--- src/rtl/mole_game_sequencer_if.sv ---
// Game I/O bundle for the whack-a-mole sequencer.
// master: the sequencer (consumes tick/start/sw, drives the display side).
// slave : the surrounding environment (prescaler, switches, LEDs, BCD path).
interface mole_game_sequencer_if;
  logic        tick;
  logic        start;
  logic [15:0] sw;
  logic [15:0] led;
  logic [5:0]  score;
  logic [4:0]  time_left;
  logic [1:0]  state;
  logic        game_over;
  logic        buzzer;

  modport master (
    input  tick, start, sw,
    output led, score, time_left, state, game_over, buzzer
  );

  modport slave (
    output tick, start, sw,
    input  led, score, time_left, state, game_over, buzzer
  );
endinterface

--- src/rtl/mole_game_sequencer.sv ---
// Whack-a-mole game controller: IDLE -> PLAY <-> HIT -> OVER.
// A 16-bit Fibonacci LFSR picks the lit mole; switch rising edges score hits.
// Optional build macro: MISS_PENALTY_EN (wrong-switch edges in PLAY cost a point).
module mole_game_sequencer #(
  parameter int          GAME_SECONDS  = 20,
  parameter int          TICKS_PER_SEC = 10,
  parameter int          MOLE_LIFE     = 8,
  parameter int          BUZZ_TICKS    = 5,
  parameter logic [15:0] LFSR_SEED     = 16'hACE1
) (
  input  logic                   clk,
  input  logic                   reset,
  mole_game_sequencer_if.master  bus
);

  typedef enum logic [1:0] {
    IDLE = 2'd0,
    PLAY = 2'd1,
    HIT  = 2'd2,
    OVER = 2'd3
  } state_t;

  localparam logic [4:0] GAME_TIME = 5'(GAME_SECONDS);
  localparam logic [7:0] SUB_LAST  = 8'(TICKS_PER_SEC - 1);
  localparam logic [7:0] LIFE_LAST = 8'(MOLE_LIFE - 1);
  localparam logic [7:0] BUZZ_LAST = 8'(BUZZ_TICKS - 1);

  // Fibonacci LFSR step, taps 16,14,13,11.
  function automatic logic [15:0] lfsr_next(input logic [15:0] l);
    return {l[14:0], l[15] ^ l[13] ^ l[12] ^ l[10]};
  endfunction

  // Mole index from the fresh LFSR value; never repeat the previous mole.
  function automatic logic [3:0] pick_idx(input logic [15:0] nxt, input logic [3:0] prev);
    logic [3:0] idx;
    idx = nxt[3:0];
    if (idx == prev) begin
      idx = idx + 4'd1;
    end else begin
      idx = nxt[3:0];
    end
    return idx;
  endfunction

  function automatic logic [5:0] sat_inc(input logic [5:0] v);
    return (v == 6'd63) ? 6'd63 : v + 6'd1;
  endfunction

`ifdef MISS_PENALTY_EN
  function automatic logic [5:0] sat_dec(input logic [5:0] v);
    return (v == 6'd0) ? 6'd0 : v - 6'd1;
  endfunction
`endif

  // Registered state
  state_t      state_r;
  logic [15:0] led_r;
  logic [5:0]  score_r;
  logic [4:0]  time_r;
  logic        game_over_r;
  logic        buzzer_r;
  logic [15:0] lfsr_r;
  logic [15:0] sw_q_r;
  logic [7:0]  sub_cnt_r;
  logic [7:0]  life_cnt_r;
  logic [7:0]  buzz_cnt_r;
  logic [3:0]  prev_idx_r;

  // Next-state values
  state_t      state_s;
  logic [15:0] led_s;
  logic [5:0]  score_s;
  logic [4:0]  time_s;
  logic        game_over_s;
  logic        buzzer_s;
  logic [15:0] lfsr_s;
  logic [7:0]  sub_cnt_s;
  logic [7:0]  life_cnt_s;
  logic [7:0]  buzz_cnt_s;
  logic [3:0]  prev_idx_s;
  logic        spawn_s;
  logic        launch_s;

  // Event decode
  logic [15:0] rise_s;
  logic        hit_s;
  logic        sec_end_s;
  logic        life_end_s;
  logic        game_end_s;
  logic [15:0] spawn_lfsr_s;
  logic [3:0]  spawn_idx_s;
`ifdef MISS_PENALTY_EN
  logic        miss_s;
`endif

  assign rise_s       = bus.sw & ~sw_q_r;
  assign hit_s        = |(rise_s & led_r);
  assign sec_end_s    = bus.tick && (sub_cnt_r == SUB_LAST);
  assign life_end_s   = bus.tick && (life_cnt_r == LIFE_LAST);
  // The game ends on the tick that takes time_left from 1 to 0.
  assign game_end_s   = sec_end_s && (time_r == 5'd1);
  assign spawn_lfsr_s = lfsr_next(lfsr_r);
  assign spawn_idx_s  = pick_idx(spawn_lfsr_s, prev_idx_r);
`ifdef MISS_PENALTY_EN
  assign miss_s       = |(rise_s & ~led_r);
`endif

  // Next-state and output decode for the game FSM and its counters.
  always_comb begin
    state_s     = state_r;
    led_s       = led_r;
    score_s     = score_r;
    time_s      = time_r;
    game_over_s = game_over_r;
    buzzer_s    = buzzer_r;
    lfsr_s      = lfsr_r;
    sub_cnt_s   = sub_cnt_r;
    life_cnt_s  = life_cnt_r;
    buzz_cnt_s  = buzz_cnt_r;
    prev_idx_s  = prev_idx_r;
    spawn_s     = 1'b0;
    launch_s    = 1'b0;

    case (state_r)
      IDLE: begin
        led_s       = 16'h0000;
        game_over_s = 1'b0;
        if (bus.start) begin
          launch_s = 1'b1;
        end else begin
          launch_s = 1'b0;
        end
      end

      PLAY, HIT: begin
        // The countdown runs in both PLAY and HIT.
        if (bus.tick) begin
          if (sec_end_s) begin
            sub_cnt_s = 8'd0;
            time_s    = time_r - 5'd1;
          end else begin
            sub_cnt_s = sub_cnt_r + 8'd1;
          end
        end else begin
          sub_cnt_s = sub_cnt_r;
        end

        if (state_r == PLAY) begin
          // A hit wins over a same-cycle mole expiry.
          if (hit_s) begin
            score_s    = sat_inc(score_r);
            led_s      = 16'h0000;
            life_cnt_s = 8'd0;
            state_s    = HIT;
          end else begin
`ifdef MISS_PENALTY_EN
            if (miss_s) begin
              score_s = sat_dec(score_r);
            end else begin
              score_s = score_r;
            end
`endif
            if (bus.tick) begin
              if (life_end_s) begin
                spawn_s = 1'b1;
              end else begin
                life_cnt_s = life_cnt_r + 8'd1;
              end
            end else begin
              life_cnt_s = life_cnt_r;
            end
          end
        end else begin
          // HIT: the board stays dark until the next tick brings a new mole.
          if (bus.tick) begin
            spawn_s = 1'b1;
            state_s = PLAY;
          end else begin
            state_s = HIT;
          end
        end

        // Final second overrides any move; the score update above still stands.
        if (game_end_s) begin
          state_s     = OVER;
          led_s       = 16'h0000;
          game_over_s = 1'b1;
          buzzer_s    = 1'b1;
          buzz_cnt_s  = 8'd0;
          spawn_s     = 1'b0;
        end else begin
          game_over_s = 1'b0;
        end
      end

      OVER: begin
        led_s       = 16'h0000;
        game_over_s = 1'b1;
        if (bus.tick && buzzer_r) begin
          if (buzz_cnt_r == BUZZ_LAST) begin
            buzzer_s = 1'b0;
          end else begin
            buzz_cnt_s = buzz_cnt_r + 8'd1;
          end
        end else begin
          buzz_cnt_s = buzz_cnt_r;
        end
        if (bus.start) begin
          launch_s = 1'b1;
        end else begin
          launch_s = 1'b0;
        end
      end

      default: begin
        state_s     = IDLE;
        led_s       = 16'h0000;
        game_over_s = 1'b0;
        buzzer_s    = 1'b0;
      end
    endcase

    // New game from IDLE or OVER.
    if (launch_s) begin
      state_s     = PLAY;
      score_s     = 6'd0;
      time_s      = GAME_TIME;
      sub_cnt_s   = 8'd0;
      game_over_s = 1'b0;
      buzzer_s    = 1'b0;
      buzz_cnt_s  = 8'd0;
      spawn_s     = 1'b1;
    end else begin
      launch_s = 1'b0;
    end

    // Spawn: advance the LFSR and light the chosen mole.
    if (spawn_s) begin
      lfsr_s     = spawn_lfsr_s;
      prev_idx_s = spawn_idx_s;
      led_s      = 16'd1 << spawn_idx_s;
      life_cnt_s = 8'd0;
    end else begin
      lfsr_s = lfsr_r;
    end
  end

  // State and output registers with synchronous reset.
  always_ff @(posedge clk) begin
    if (reset) begin
      state_r     <= IDLE;
      led_r       <= 16'h0000;
      score_r     <= 6'd0;
      time_r      <= GAME_TIME;
      game_over_r <= 1'b0;
      buzzer_r    <= 1'b0;
      lfsr_r      <= LFSR_SEED;
      sw_q_r      <= 16'h0000;
      sub_cnt_r   <= 8'd0;
      life_cnt_r  <= 8'd0;
      buzz_cnt_r  <= 8'd0;
      prev_idx_r  <= 4'd0;
    end else begin
      state_r     <= state_s;
      led_r       <= led_s;
      score_r     <= score_s;
      time_r      <= time_s;
      game_over_r <= game_over_s;
      buzzer_r    <= buzzer_s;
      lfsr_r      <= lfsr_s;
      sw_q_r      <= bus.sw;
      sub_cnt_r   <= sub_cnt_s;
      life_cnt_r  <= life_cnt_s;
      buzz_cnt_r  <= buzz_cnt_s;
      prev_idx_r  <= prev_idx_s;
    end
  end

  assign bus.led       = led_r;
  assign bus.score     = score_r;
  assign bus.time_left = time_r;
  assign bus.state     = state_r;
  assign bus.game_over = game_over_r;
  assign bus.buzzer    = buzzer_r;

endmodule

--- src/flat_wrapper.sv ---
// flat-port wrapper written by rule: the top's interface ports become plain ports
module mole_game_sequencer_flat 
#(
  parameter int          GAME_SECONDS  = 20,
  parameter int          TICKS_PER_SEC = 10,
  parameter int          MOLE_LIFE     = 8,
  parameter int          BUZZ_TICKS    = 5,
  parameter logic [15:0] LFSR_SEED     = 16'hACE1
)
  (clk, reset, bus_tick, bus_start, bus_sw, bus_led, bus_score, bus_time_left, bus_state, bus_game_over, bus_buzzer);
  mole_game_sequencer_if bus_i ();
  input  logic clk;
  input  logic reset;
  input wire logic [$bits(bus_i.tick)-1:0] bus_tick;
  input wire logic [$bits(bus_i.start)-1:0] bus_start;
  input wire logic [$bits(bus_i.sw)-1:0] bus_sw;
  output wire logic [$bits(bus_i.led)-1:0] bus_led;
  output wire logic [$bits(bus_i.score)-1:0] bus_score;
  output wire logic [$bits(bus_i.time_left)-1:0] bus_time_left;
  output wire logic [$bits(bus_i.state)-1:0] bus_state;
  output wire logic [$bits(bus_i.game_over)-1:0] bus_game_over;
  output wire logic [$bits(bus_i.buzzer)-1:0] bus_buzzer;
  assign bus_i.tick = bus_tick;
  assign bus_i.start = bus_start;
  assign bus_i.sw = bus_sw;
  assign bus_led = bus_i.led;
  assign bus_score = bus_i.score;
  assign bus_time_left = bus_i.time_left;
  assign bus_state = bus_i.state;
  assign bus_game_over = bus_i.game_over;
  assign bus_buzzer = bus_i.buzzer;
  mole_game_sequencer #(.GAME_SECONDS(GAME_SECONDS), .TICKS_PER_SEC(TICKS_PER_SEC), .MOLE_LIFE(MOLE_LIFE), .BUZZ_TICKS(BUZZ_TICKS), .LFSR_SEED(LFSR_SEED)) u_core (.clk(clk), .reset(reset), .bus(bus_i));
endmodule
--- config.mk ---
export PLATFORM = sky130hd
export DESIGN_NAME = mole_game_sequencer_flat
export DESIGN_NICKNAME = d
export VERILOG_FILES = /design/src/rtl/mole_game_sequencer_if.sv /design/src/rtl/mole_game_sequencer.sv /design/src/flat_wrapper.sv
export SDC_FILE = /design/constraint.sdc
export NUM_CORES = 1
export LEC_CHECK = 0
export ABC_AREA = 0
export CORE_ASPECT_RATIO = 1.1
export CORE_MARGIN = 2
export CORE_UTILIZATION = 50
export DETAILED_ROUTE_END_ITERATION = 7
export GPL_ROUTABILITY_DRIVEN = 0
export HOLD_SLACK_MARGIN = 0.02
export PLACE_DENSITY = 0.73
export SLEW_MARGIN = 20
export SYNTH_ARGS = -nofsm -noshare
export SYNTH_HDL_FRONTEND = slang
export SYNTH_SLANG_ARGS = --single-unit
--- constraint.sdc ---
create_clock -name clk -period 7.1 [get_ports clk]
set_input_delay 1.42 -clock clk [delete_from_list [all_inputs] [get_ports clk]]
set_output_delay 1.42 -clock clk [all_outputs]
set_load 0.03 [all_outputs]
# Yosys cells after proc, flatten, opt, wreduce, memory -nomap -nowiden
# Index checks and enable logic that the tools add are counted.
# Widths: inputs -> output; s select.
# word_totals
ff_bits	91
input_bits	20
out_inout_bits	31
wordCells	103
# classes
addsub	6
eq_ne	18
shift	1
muxes	37
bitwise_logic	6
n_reduce_logical	22
# op_table
cell	n
$mux 16	4
$mux 8	7
$and 16x16->16	2
$pmux 16 s2	1
$add 8x1->8 const B	3
$eq 8x3->1 const B	2
$mux 1	16
$not 16->16	1
$pmux 8 s2	1
$reduce_or 16->1	1
$shl 1x4->16 const A	1
$reduce_and 4->1	3
$eq 8x4->1 const B	1
$mux 2	4
$ne 2x1->1 const B	4
$ne 4x1->1 const B	2
$reduce_and 2->1	4
$reduce_or 2->1	4
$add 6x1->6 const B	1
$eq 6x6->1 const B	1
$mux 6	1
$reduce_and 3->1	2
$reduce_bool 2->1	3
$eq 5x1->1 const B	1
14 further kinds	20

# Depth between registers and ports, before layout
# Gate-level depths: netlist of the first run.
# depth
ltp_word	11
mapped_depth	12
ltp_nobuf	8

# Least setup slack after synthesis of the first run
# OpenSTA, ideal clock, no wires.
# synth_timing
kind	input to register
from	input bus_sw[0]
to	register u_core.led_r[11] (netlist: u_core.bus.led[11])
setup_time_ns	0.127
t_arrival_ns	2.932
required_time_ns	6.973
setup_slack_ns	4.040
stages	7
path_buffers	1
path_cell_list	nand3b_1 nand4_1 nor4_2 nand3_1 mux2i_4 buf_4 o2bb2ai_1
# synth_via
elab_chain_cells	10
word_cells_on_any_way	12
classes_between	eq/ne (2); mux (6); bitwise (2); reduce/logical (2)
# synth_lines
item	line	text
start, declared	flat_wrapper.sv:16	input wire logic [$bits(bus_i.sw)-1:0] bus_sw;
$and 16x16->16 *	mole_game_sequencer.sv:96	assign rise_s = bus.sw & ~sw_q_r;
$and 16x16->16 *	mole_game_sequencer.sv:97	assign hit_s = |(rise_s & led_r);
$reduce_or 16->1 *	mole_game_sequencer.sv:97	
$mux 1	mole_game_sequencer.sv:150	if (hit_s) begin
$mux 1	mole_game_sequencer.sv:148	if (state_r == PLAY) begin
$mux 1	mole_game_sequencer.sv:184	if (game_end_s) begin
$mux 1	mole_game_sequencer.sv:124	case (state_r)
$mux 1	mole_game_sequencer.sv:224	if (launch_s) begin
$ne 4x1->1 (no line)	-	
$reduce_and 2->1 (no line)	-	
end signal, assigned	mole_game_sequencer.sv:265	led_r <= led_s;
end, declared	mole_game_sequencer.sv:57	logic [15:0] led_r;
# Mark *: on every way between the ends. The rest lies on a longest branch, timed or not.
# A chain may end at the register's enable or synchronous reset.

# Worst setup path in the final report of the first run
# layout_timing
from	input bus_sw[0]
to	register u_core.led_r[3] (netlist: u_core.bus.led[3])
# The elaborated chain is that of the path after synthesis.

==> PnR_summary.wiki, run 1 <==
{| class="wikitable"
! Metric !! Value
|-
| Data arrival at the endpoint of the critical path || 4.43 ns
|-
| Number of setup buffers added after CTS || 0
|-
| Period Utilization, post-route || 0.583
|-
| Num CTS Buffers || 9
|-
| Proportion of synthesized chip area in sequential cells || 0.440
|-
| Mean instance size in the synthesized netlist || 9.29 µm²
|-
| Overall power of the completed layout || 0.00164 W
|-
| Average wire per cell in the routed design || 14.4 µm
|-
| Setup TNS || 0 ns
|-
| Unrepaired setup endpoints after global routing || no
|-
| Total Nets Final || 522
|-
| Starting DRC count in detailed routing || 116
|-
| Flops & latches, synth || 91
|-
| Placed Cells || 585
|-
| Hpwl dp || 6220 µm
|-
| Max cap viols || 0
|-
| Worst setup EP type || flip-flop
|-
| Post-detailed-route DRC marker count || 0
|-
| Final number of max-transition violations || 0
|-
| Startpoint type of the worst setup path || input pin
|-
| Worst clock skew || 0.0102 ns
|-
| Vert. Die Dim || 99.5 µm
|-
| Worst Setup Slack post-DPL || 2.59 ns
|-
| Clock net sink count || 91
|-
| Fraction of synthesis flops using an asynchronous set or reset pin || 0
|-
| Worst-Skew Late Latency || 0.36 ns
|-
| Setup slack of the worst register-to-register path || 3.76 ns
|-
| Required time of the critical path || 7.38 ns
|-
| Post-synthesis cell count || 446
|-
| Standard-cell row count || 34
|-
| Area added between synthesis and finish || 17.5%
|-
| Peak supply drop || 0.166 mV
|-
| Crit-path max FO || 29
|-
| Class of the most critical hold timing path || reg -> reg
|-
| H-tree lvl count || 3
|-
| Core area || 7960 µm²
|-
| Grt total ovfl || 0
|-
| Final worst path period need || 4.14 ns
|-
| Hold path startpoint || u_core.lfsr_r[8]$_SDFFE_PP0P_
|-
| Headroom to the max-slew limit || 0.367
|-
| Antenna violations before repair || 0
|-
| Static leakage || 1.72 nW
|-
| Startpoint of the worst-slack reg-to-reg timing path || u_core.bus.state[0]$_SDFFE_PP0P_
|-
| CTS tree || done
|-
| Final antenna-violating net count || 0
|-
| Share of cells above drive strength 1 || 0.0852
|-
| GRT Util Overall || 0.195
|-
| Maximum root-to-sink buffer count || 2
|-
| Yosys synthesis warning count || 0
|-
| Die width || 90.8 µm
|-
| Via count of the first global-routing pass || 3066
|-
| Pwr dens || 337 nW/µm²
|-
| Final Hold Violating Endpoints || 0
|-
| Flip-flop cell with the highest count after synthesis || sky130_fd_sc_hd__dfxtp_1
|-
| Result of the run || finished, final reports clean
|-
| R2r endpoint || u_core.bus.led[3]$_SDFFE_PP0P_
|-
| Largest stage delay on the critical path || 0.93 ns
|-
| Worst-case hold path end point || u_core.lfsr_r[8]$_SDFFE_PP0P_
|-
| Post-synth cell types || 59
|-
| Root Buffer Master || sky130_fd_sc_hd__clkbuf_8
|-
| Cells along the critical path || clkdlybuf4s50_1 -> nand3b_1 -> nand4_1 -> nor4_2 -> a221o_1 -> nand3_1 -> o2bb2ai_1
|-
| Initial standard-cell utilization of the core || 0.521
|-
| Hold depth || 2
|-
| Io pins || 51
|-
| Post-route worst setup slack || 2.96 ns
|-
| Number of optimization iterations in the first detailed-route pass || 4
|-
| Final setup viols || 0
|-
| Total Wirelength || 8650 µm
|-
| Die Outline Area || 9030 µm²
|-
| Cell area after technology mapping || 4140 µm²
|-
| Length in cells of the worst reg-to-reg path || 7
|-
| Transition time at the pin with the least slew margin || 0.949 ns
|-
| Count of flip-flops with a built-in enable after synthesis || 0
|-
| Via count || 3277
|-
| Global-route wire length before repair || 14400 µm
|-
| Maximum number of pins on one net before global-route repair || 38
|-
| Slowest stage cell on the critical path || sky130_fd_sc_hd__a221o_1
|-
| Antenna cell count || 0
|-
| CTS Hold Buffers Added || 0
|-
| Post-detailed-route via-to-cell ratio || 5.45
|-
| Synth Net Count || 480
|-
| I/O Buffers || 50
|-
| Worst Path Class, Setup || in -> reg
|-
| Post-Layout Cell Count || 601
|-
| Highest clock rate || 0.241 GHz
|-
| CTS-repair resized insts || 0
|-
| Clock transition at path regs || 0.09 ns
|}
cells in the mapped netlist (5+ instances only):
library cell | n | share of area
sky130_fd_sc_hd__a211oi_1 | 7 | 0.013
sky130_fd_sc_hd__and3_1 | 6 | 0.0091
sky130_fd_sc_hd__a21oi_1 | 20 | 0.024
sky130_fd_sc_hd__nand2_1 | 51 | 0.046
sky130_fd_sc_hd__buf_4 | 5 | 0.0091
sky130_fd_sc_hd__nor2b_1 | 17 | 0.026
sky130_fd_sc_hd__nor3_1 | 11 | 0.013
sky130_fd_sc_hd__xnor2_1 | 13 | 0.027
sky130_fd_sc_hd__o21ai_0 | 8 | 0.0097
sky130_fd_sc_hd__ha_1 | 14 | 0.042
sky130_fd_sc_hd__inv_1 | 12 | 0.011
sky130_fd_sc_hd__xor2_1 | 16 | 0.034
sky130_fd_sc_hd__nor2_2 | 6 | 0.0091
sky130_fd_sc_hd__nand3_1 | 21 | 0.025
sky130_fd_sc_hd__nand3b_1 | 17 | 0.031
sky130_fd_sc_hd__dfxtp_1 | 91 | 0.44
sky130_fd_sc_hd__clkbuf_1 | 11 | 0.010
sky130_fd_sc_hd__nor2_1 | 34 | 0.031
sky130_fd_sc_hd__nand4_1 | 12 | 0.018
sky130_fd_sc_hd__o2bb2ai_1 | 16 | 0.034
cell type report:
class | count | area (µm²)
fill | 720 | 3090
multi-input combinational | 321 | 2170
sequential | 91 | 1820
timing repair buffer | 52 | 515
tap | 108 | 135
clock buffer | 9 | 124
clock inverter | 7 | 51.3
inverter | 13 | 48.8
flip-flops by register name, indices dropped and copies added (netlist names):
signal / flops
u_core.bus.buzzer: 1
u_core.life_cnt_r: 8
u_core.prev_idx_r: 4
u_core.bus.led: 16
u_core.bus.state: 2
u_core.bus.game_over: 1
u_core.sw_q_r: 16
u_core.sub_cnt_r: 8
u_core.lfsr_r: 16
u_core.buzz_cnt_r: 8
u_core.bus.time_left: 5
u_core.bus.score: 6
critical path, delay by kind of cell:
kind | cells | cell delay (ns)
AO/OA/AOI/OAI | 2 | 1.17
buffers and inverters | 1 | 0.43
AND/OR/NAND/NOR | 4 | 1.40
cell families after synthesis:
logic type | after synthesis | share of synthesized area
XOR/XNOR | 32 | 0.0746
AO/OA/AOI/OAI | 70 | 0.124
buffers and inverters | 34 | 0.0366
flip-flops | 91 | 0.440
AND/OR/NAND/NOR | 201 | 0.270
multiplexers | 4 | 0.0130
adder cells (fa/ha/maj) | 14 | 0.0423
report_power, final:
group          switching (W)  internal (W)
Combinational       0.000427      0.000250
Clock               0.000187      0.000129
Sequential         0.0000630      0.000582
Total               0.000677      0.000961
per-layer routing:
layer  vias up  share of wire  track usage
met4         0          0.018       0.0804
met3        12          0.037       0.0333
met5         -              0            0
met2        48           0.49        0.333
met1      1561           0.46        0.247
li1       1656              -            -
worst max-delay path by stage:
stage	from	to	slack, ns	cells past startpoint
final	bus_sw[0]	u_core.bus.led[3]$_SDFFE_PP0P_	2.96	7
after global placement	bus_sw[0]	u_core.bus.led[3]$_SDFFE_PP0P_	2.67	7
after global routing	bus_sw[0]	u_core.bus.led[3]$_SDFFE_PP0P_	2.73	7
after CTS	bus_sw[0]	u_core.bus.led[0]$_SDFFE_PP0P_	2.93	7
after detailed placement	bus_sw[0]	u_core.bus.led[2]$_SDFFE_PP0P_	2.59	7
after floorplan	bus_sw[0]	u_core.bus.led[11]$_SDFFE_PP0P_	4.04	7
placed cells by master, fill, tap and decap left out, drive strengths merged, types with 5 or more instances in the layout:
| cell type | n |
|---|---|
| o2bb2ai | 16 |
| nand2 | 51 |
| xor2 | 16 |
| inv | 14 |
| nand3b | 17 |
| nor3 | 12 |
| nand4 | 12 |
| o21ai | 9 |
| a21oi | 20 |
| clkbuf | 9 |
| clkdlybuf4s50 | 50 |
| nor2 | 40 |
| a211oi | 7 |
| and3 | 6 |
| nand3 | 22 |
| and4 | 5 |
| or3 | 5 |
| nor2b | 17 |
| ha | 14 |
| dfxtp | 91 |
| xnor2 | 15 |
metrics by stage:
| step | area, µm² | util | hold slack, ns |
|---|---|---|---|
| 2_1_floorplan | 4140 | - | 0.432 |
| 3_3_place_gp | 4690 | 0.589 | 0.438 |
| 3_5_place_dp | 4690 | 0.589 | 0.445 |
| 4_1_cts | 4860 | 0.612 | 0.457 |
| 5_1_grt | 4860 | 0.612 | 0.471 |
| 6_report | 4860 | 0.612 | 0.455 |
Power figures use the tool's default switching activity.
==> run 2: changes to the inputs <==
Settings changed: PLACE_DENSITY 0.73 to 0.76.
Clock period 7.1 ns to 3.8 ns, I/O delays scaled along.
==> run 2 against run 1 <==
Sequential share of layout area fell by 0.26 points. Sequential cell count unchanged. Die area unchanged. Clock skew rose by 0.0068 ns. Combinational power is 92% higher. Global-route usage is 1.3 points higher. Wire length is 3.6% higher. Sequential power rose by 88%. Clock power increased by 110%. Setup slack got worse by 2.2 ns. Register-to-register slack got worse by 2.8 ns. Cell count increased by 0.33%. Largest cell class unchanged. Largest power group unchanged. Highest routed layer unchanged.
==> PnR_summary.wiki, run 2 (synthesis results as in run 1) <==
{| class="wikitable"
! Metric !! Value
|-
| CTS tree || done
|-
| Die width || 90.8 µm
|-
| Final setup viols || 0
|-
| Post-Layout Cell Count || 603
|-
| Class of the most critical hold timing path || reg -> reg
|-
| Period Utilization, post-route || 0.803
|-
| Setup TNS || 0 ns
|-
| Total internal power || 0.00187 W
|-
| Unrepaired setup endpoints after global routing || no
|-
| Most common cell after layout, fill and taps aside || sky130_fd_sc_hd__dfxtp_1
|-
| Worst Path Class, Setup || in -> reg
|-
| R2r endpoint || u_core.life_cnt_r[7]$_SDFFE_PP0P_
|-
| Critical path endpoint || u_core.life_cnt_r[7]$_SDFFE_PP0P_
|-
| Transition time at the pin with the least slew margin || 0.513 ns
|-
| Area added between synthesis and finish || 18.3%
|-
| Maximum root-to-sink buffer count || 2
|-
| Die Outline Area || 9030 µm²
|-
| Startpoint of the worst-slack reg-to-reg timing path || u_core.bus.state[0]$_SDFFE_PP0P_
|-
| Highest clock rate || 0.328 GHz
|-
| Final Hold Violating Endpoints || 0
|-
| Share of total power in combinational logic || 0.412
|-
| Multi-input gate area in the final layout || 2170 µm²
|-
| # fillers || 690
|-
| Final number of max-transition violations || 0
|-
| Post-route worst setup slack || 0.748 ns
|-
| Final antenna-violating net count || 0
|-
| Worst-Skew Late Latency || 0.36 ns
|-
| Total Wirelength || 8970 µm
|-
| Worst Setup Slack post-DPL || 0.393 ns
|-
| Area of all sequential standard cells || 1820 µm²
|-
| Max cap viols || 0
|-
| I/O Buffers || 50
|-
| Via count || 3291
|-
| Io pins || 51
|-
| Utilization after layout || 0.616
|-
| Required time of the critical path || 4.10 ns
|-
| Share of cells above drive strength 1 || 0.0869
|-
| GRT Util Overall || 0.208
|-
| Launch point of the critical path || bus_tick
|-
| H-tree lvl count || 3
|-
| Initial standard-cell utilization of the core || 0.521
|-
| Antenna violations before repair || 0
|-
| Post-detailed-route DRC marker count || 0
|-
| Hold path startpoint || u_core.lfsr_r[9]$_SDFFE_PP0P_
|-
| Starting DRC count in detailed routing || 140
|-
| Startpoint type of the worst setup path || input pin
|-
| Root Buffer Master || sky130_fd_sc_hd__clkbuf_8
|-
| Data arrival at the endpoint of the critical path || 3.35 ns
|-
| Post-detailed-route via-to-cell ratio || 5.46
|-
| Standard-cell row count || 34
|-
| Static leakage || 1.73 nW
|-
| Number of optimization iterations in the first detailed-route pass || 4
|-
| Clock net sink count || 91
|-
| Total Nets Final || 524
|-
| CTS Hold Buffers Added || 0
|-
| Fraction of power spent switching nets || 0.406
|-
| Peak supply drop || 0.288 mV
|-
| Clock transition at path regs || 0.09 ns
|-
| Final Hold Slack || 0.454 ns
|-
| Average wire per cell in the routed design || 14.9 µm
|-
| Hpwl dp || 6240 µm
|-
| Result of the run || finished, final reports clean
|-
| Commonest cells after routing, fill and taps aside || sky130_fd_sc_hd__dfxtp_1, sky130_fd_sc_hd__nand2_1, sky130_fd_sc_hd__clkdlybuf4s50_1
|-
| Setup slack of the worst register-to-register path || 1.01 ns
|-
| Worst clock skew || 0.0169 ns
|-
| Length in cells of the worst reg-to-reg path || 7
|-
| Global-route wire length before repair || 15400 µm
|-
| Num CTS Buffers || 9
|-
| Antenna cell count || 0
|-
| Final worst path period need || 3.05 ns
|-
| Pwr dens || 644 nW/µm²
|-
| Sw power || 0.00128 W
|-
| Proportion of power drawn by the clock network || 0.206
|-
| Grt total ovfl || 0
|-
| CTS-repair resized insts || 0
|-
| Worst setup EP type || flip-flop
|-
| Maximum number of pins on one net before global-route repair || 37
|-
| Core area || 7960 µm²
|-
| Headroom to the max-slew limit || 0.651
|-
| Vert. Die Dim || 99.5 µm
|-
| Number of setup buffers added after CTS || 0
|-
| Placed Cells || 587
|-
| Crit-path max FO || 14
|-
| Flop pwr share || 0.382
|-
| Via count of the first global-routing pass || 3237
|}
-- run 2: cell types whose count changed in the layout (fill, tap and decap cells not counted), sizes merged --
cell | previous run | this run
inv | 14 | 12
buf | 2 | 4
clkinv | 4 | 3
clkbuf | 9 | 10
clkinvlp | 2 | 3
bufinv | 0 | 1
-- run 2: power groups by stage --
stage	Combinational [W]	Clock, W	Sequential [W]
floorplan	0.000965	0	0.00125
global placement	0.00124	0	0.00122
detailed placement	0.00128	0	0.00123
CTS	0.00129	0.000662	0.00121
global route	0.00144	0.000697	0.00123
finish	0.00130	0.000650	0.00121
-- run 2: how the worst min path moves through the flow --
stage	slack (ns)	depth (start not counted)	to
5_1_grt	0.47	2	u_core.lfsr_r[9]$_SDFFE_PP0P_
2_1_floorplan	0.43	2	u_core.lfsr_r[4]$_SDFFE_PP0P_
6_report	0.45	2	u_core.lfsr_r[9]$_SDFFE_PP0P_
3_3_place_gp	0.44	2	u_core.lfsr_r[9]$_SDFFE_PP0P_
3_5_place_dp	0.44	2	u_core.lfsr_r[9]$_SDFFE_PP0P_
4_1_cts	0.46	2	u_core.lfsr_r[9]$_SDFFE_PP0P_
-- run 2: critical path, stage by stage --
cell and delay, ns:
sky130_fd_sc_hd__clkdlybuf4s50_1 0.63, sky130_fd_sc_hd__and4bb_2 0.29, sky130_fd_sc_hd__nand3_2 0.25, sky130_fd_sc_hd__and4_4 0.30
sky130_fd_sc_hd__a221o_1 0.45, sky130_fd_sc_hd__or3_1 0.53, sky130_fd_sc_hd__nor2_2 0.15
-- run 2: routing by layer --
layer,up-vias,wire length (µm),track usage
met5,-,0,0
met4,0,82,0.0839
met3,10,314,0.0318
met2,51,4500,0.355
met1,1567,4070,0.267
li1,1663,-,-
-- run 2: area by class of cell --
cell class | instances | share of cell area
clock inverter | 6 | 0.0135
tap | 108 | 0.0276
clock buffer | 10 | 0.0261
timing repair buffer | 54 | 0.108
sequential | 91 | 0.372
multi-input combinational | 321 | 0.443
inverter | 13 | 0.00996
-- run 2: metrics by stage --
stage / cell area [µm²] / power (W)
2_1_floorplan: 4140 / 0.00222
3_3_place_gp: 4700 / 0.00246
3_5_place_dp: 4700 / 0.00250
4_1_cts: 4900 / 0.00316
5_1_grt: 4900 / 0.00337
6_report: 4900 / 0.00315
==> run 3: changes to the inputs <==
Clock period 3.8 ns to 2.8 ns, I/O delays scaled along.
==> run 3 against run 2 <==
First-iteration DRC count is 7.1% higher. Setup slack got worse by 0.37 ns. Sequential cell count unchanged. Design area grew 1.5%. Core utilization grew 0.90 points.
==> PnR_summary.wiki, run 3 (synthesis results as in run 1) <==
{| class="wikitable"
! Metric !! Value
|-
| Via count || 3382
|-
| Grt total ovfl || 0
|-
| Starting DRC count in detailed routing || 150
|-
| Required time of the critical path || 3.09 ns
|-
| Worst-Skew Late Latency || 0.37 ns
|-
| Static leakage || 1.78 nW
|-
| I/O Buffers || 50
|-
| Die Outline Area || 9030 µm²
|-
| Result of the run || finished, final reports clean
|-
| Setup TNS || 0 ns
|-
| Cells along the critical path || xnor2_2 -> xnor2_2 -> clkinv_1 -> ha_1 -> nand3_1 -> xor2_1 -> nand3_1 -> o2bb2ai_1
|-
| Post-detailed-route via-to-cell ratio || 5.51
|-
| Clock net sink count || 91
|-
| Commonest cells after routing, fill and taps aside || sky130_fd_sc_hd__dfxtp_1, sky130_fd_sc_hd__nand2_1, sky130_fd_sc_hd__clkdlybuf4s50_1
|-
| Via count of the first global-routing pass || 3253
|-
| Post-detailed-route DRC marker count || 0
|-
| Share of cells above drive strength 1 || 0.109
|-
| Max cap viols || 0
|-
| Final setup viols || 0
|-
| Total Wirelength || 8910 µm
|-
| Most common cell after layout, fill and taps aside || sky130_fd_sc_hd__dfxtp_1
|-
| Core area || 7960 µm²
|-
| CTS tree || done
|-
| Average wire per cell in the routed design || 14.5 µm
|-
| Root Buffer Master || sky130_fd_sc_hd__clkbuf_8
|-
| Clock transition at path regs || 0.10 ns
|-
| Vert. Die Dim || 99.5 µm
|-
| Initial standard-cell utilization of the core || 0.521
|-
| Worst setup EP type || flip-flop
|-
| Num CTS Buffers || 9
|-
| Peak supply drop || 0.390 mV
|-
| Final number of max-transition violations || 0
|-
| Class of the most critical hold timing path || reg -> reg
|-
| Final antenna-violating net count || 0
|-
| Global-route wire length before repair || 15200 µm
|-
| Antenna cell count || 0
|-
| Startpoint type of the worst setup path || flip-flop
|-
| Crit-path max FO || 8
|-
| Worst Path Class, Setup || reg -> reg
|-
| Number of setup buffers added after CTS || 0
|-
| Area after DPL || 4790 µm²
|-
| Post-route worst setup slack || 0.375 ns
|-
| Worst clock skew || 0.0183 ns
|-
| Data arrival at the endpoint of the critical path || 2.72 ns
|-
| Family of cells with the greatest summed delay on the critical path || XOR/XNOR gates
|-
| Maximum root-to-sink buffer count || 2
|-
| Area added between synthesis and finish || 20.0%
|-
| Final worst path period need || 2.43 ns
|-
| Number of optimization iterations in the first detailed-route pass || 4
|-
| Io pins || 51
|-
| Maximum number of pins on one net before global-route repair || 21
|-
| Final Hold Slack || 0.458 ns
|-
| Total buffers and inverters traversed by the critical path || 1
|-
| Headroom to the max-slew limit || 0.637
|-
| CTS Hold Buffers Added || 0
|-
| Unrepaired setup endpoints after global routing || no
|-
| Final standard cell area without fillers || 4970 µm²
|-
| Standard-cell row count || 34
|-
| Die width || 90.8 µm
|-
| Largest stage delay on the critical path || 0.42 ns
|-
| Antenna violations before repair || 0
|-
| CTS-repair resized insts || 0
|-
| Transition time at the pin with the least slew margin || 0.531 ns
|-
| H-tree lvl count || 3
|-
| Total Nets Final || 535
|-
| Period Utilization, post-route || 0.866
|-
| GRT Util Overall || 0.205
|-
| Hpwl dp || 6520 µm
|-
| Overall power of the completed layout || 0.00431 W
|-
| Highest clock rate || 0.412 GHz
|-
| Pwr dens || 867 nW/µm²
|-
| Slowest stage cell on the critical path || sky130_fd_sc_hd__dfxtp_1
|-
| Final Hold Violating Endpoints || 0
|-
| Worst Setup Slack post-DPL || 0.0642 ns
|}
-- run 3: cell types whose count changed in the layout (fill, tap and decap cells not counted) --
cell and delta:
sky130_fd_sc_hd__clkinvlp_4 +1, sky130_fd_sc_hd__clkinv_2 -1, sky130_fd_sc_hd__inv_8 +1, sky130_fd_sc_hd__buf_4 +11
sky130_fd_sc_hd__clkinv_4 -1, sky130_fd_sc_hd__clkbuf_1 -1, sky130_fd_sc_hd__bufinv_16 -1, sky130_fd_sc_hd__inv_6 +2
-- run 3: report_power, final --
| group | internal [W] | switching (W) |
|---|---|---|
| clock | 0.000334 | 0.000498 |
| sequential | 0.00147 | 0.000163 |
| combinational | 0.000725 | 0.00112 |
-- run 3: cell type report --
type / count / area (µm²)
Timing Repair Buffer: 65 / 613
Clock buffer: 9 / 124
Fill cell: 677 / 2990
Inverter: 13 / 48.8
Sequential cell: 91 / 1820
Clock inverter: 7 / 58.8
Multi-Input combinational cell: 321 / 2170
Tap cell: 108 / 135
-- run 3: tightest hold or removal path, delay by kind of cell, from the launching register on --
| kind | cells | cell delay (ns) |
|---|---|---|
| simple gates | 1 | 0.05 |
| compound gates | 1 | 0.05 |
| flops | 1 | 0.32 |
-- run 3: per-stage QoR --
stage	util	instances
finish	0.625	614
CTS	0.625	614
floorplan	-	446
global route	0.625	614
global placement	0.602	598
detailed placement	0.602	598
-- run 3: per-layer routing --
metal  part of all wire  track usage  vias up
li1                   -            -     1681
met1               0.44        0.253     1609
met4              0.013       0.0653        0
met5                  0            0        -
met3              0.041       0.0470       11
met2               0.51        0.358       81
-- run 3: final timing paths --
check | startpoint | end | slack (ns) | cells past startpoint
setup reg to reg | u_core.lfsr_r[12]$_SDFFE_PP0P_ | u_core.bus.led[2]$_SDFFE_PP0P_ | 0.37 | 8
setup / recovery | u_core.lfsr_r[12]$_SDFFE_PP0P_ | u_core.bus.led[2]$_SDFFE_PP0P_ | 0.37 | 8
hold reg to reg | u_core.lfsr_r[4]$_SDFFE_PP0P_ | u_core.lfsr_r[4]$_SDFFE_PP0P_ | 0.46 | 2
hold / removal | u_core.lfsr_r[4]$_SDFFE_PP0P_ | u_core.lfsr_r[4]$_SDFFE_PP0P_ | 0.46 | 2
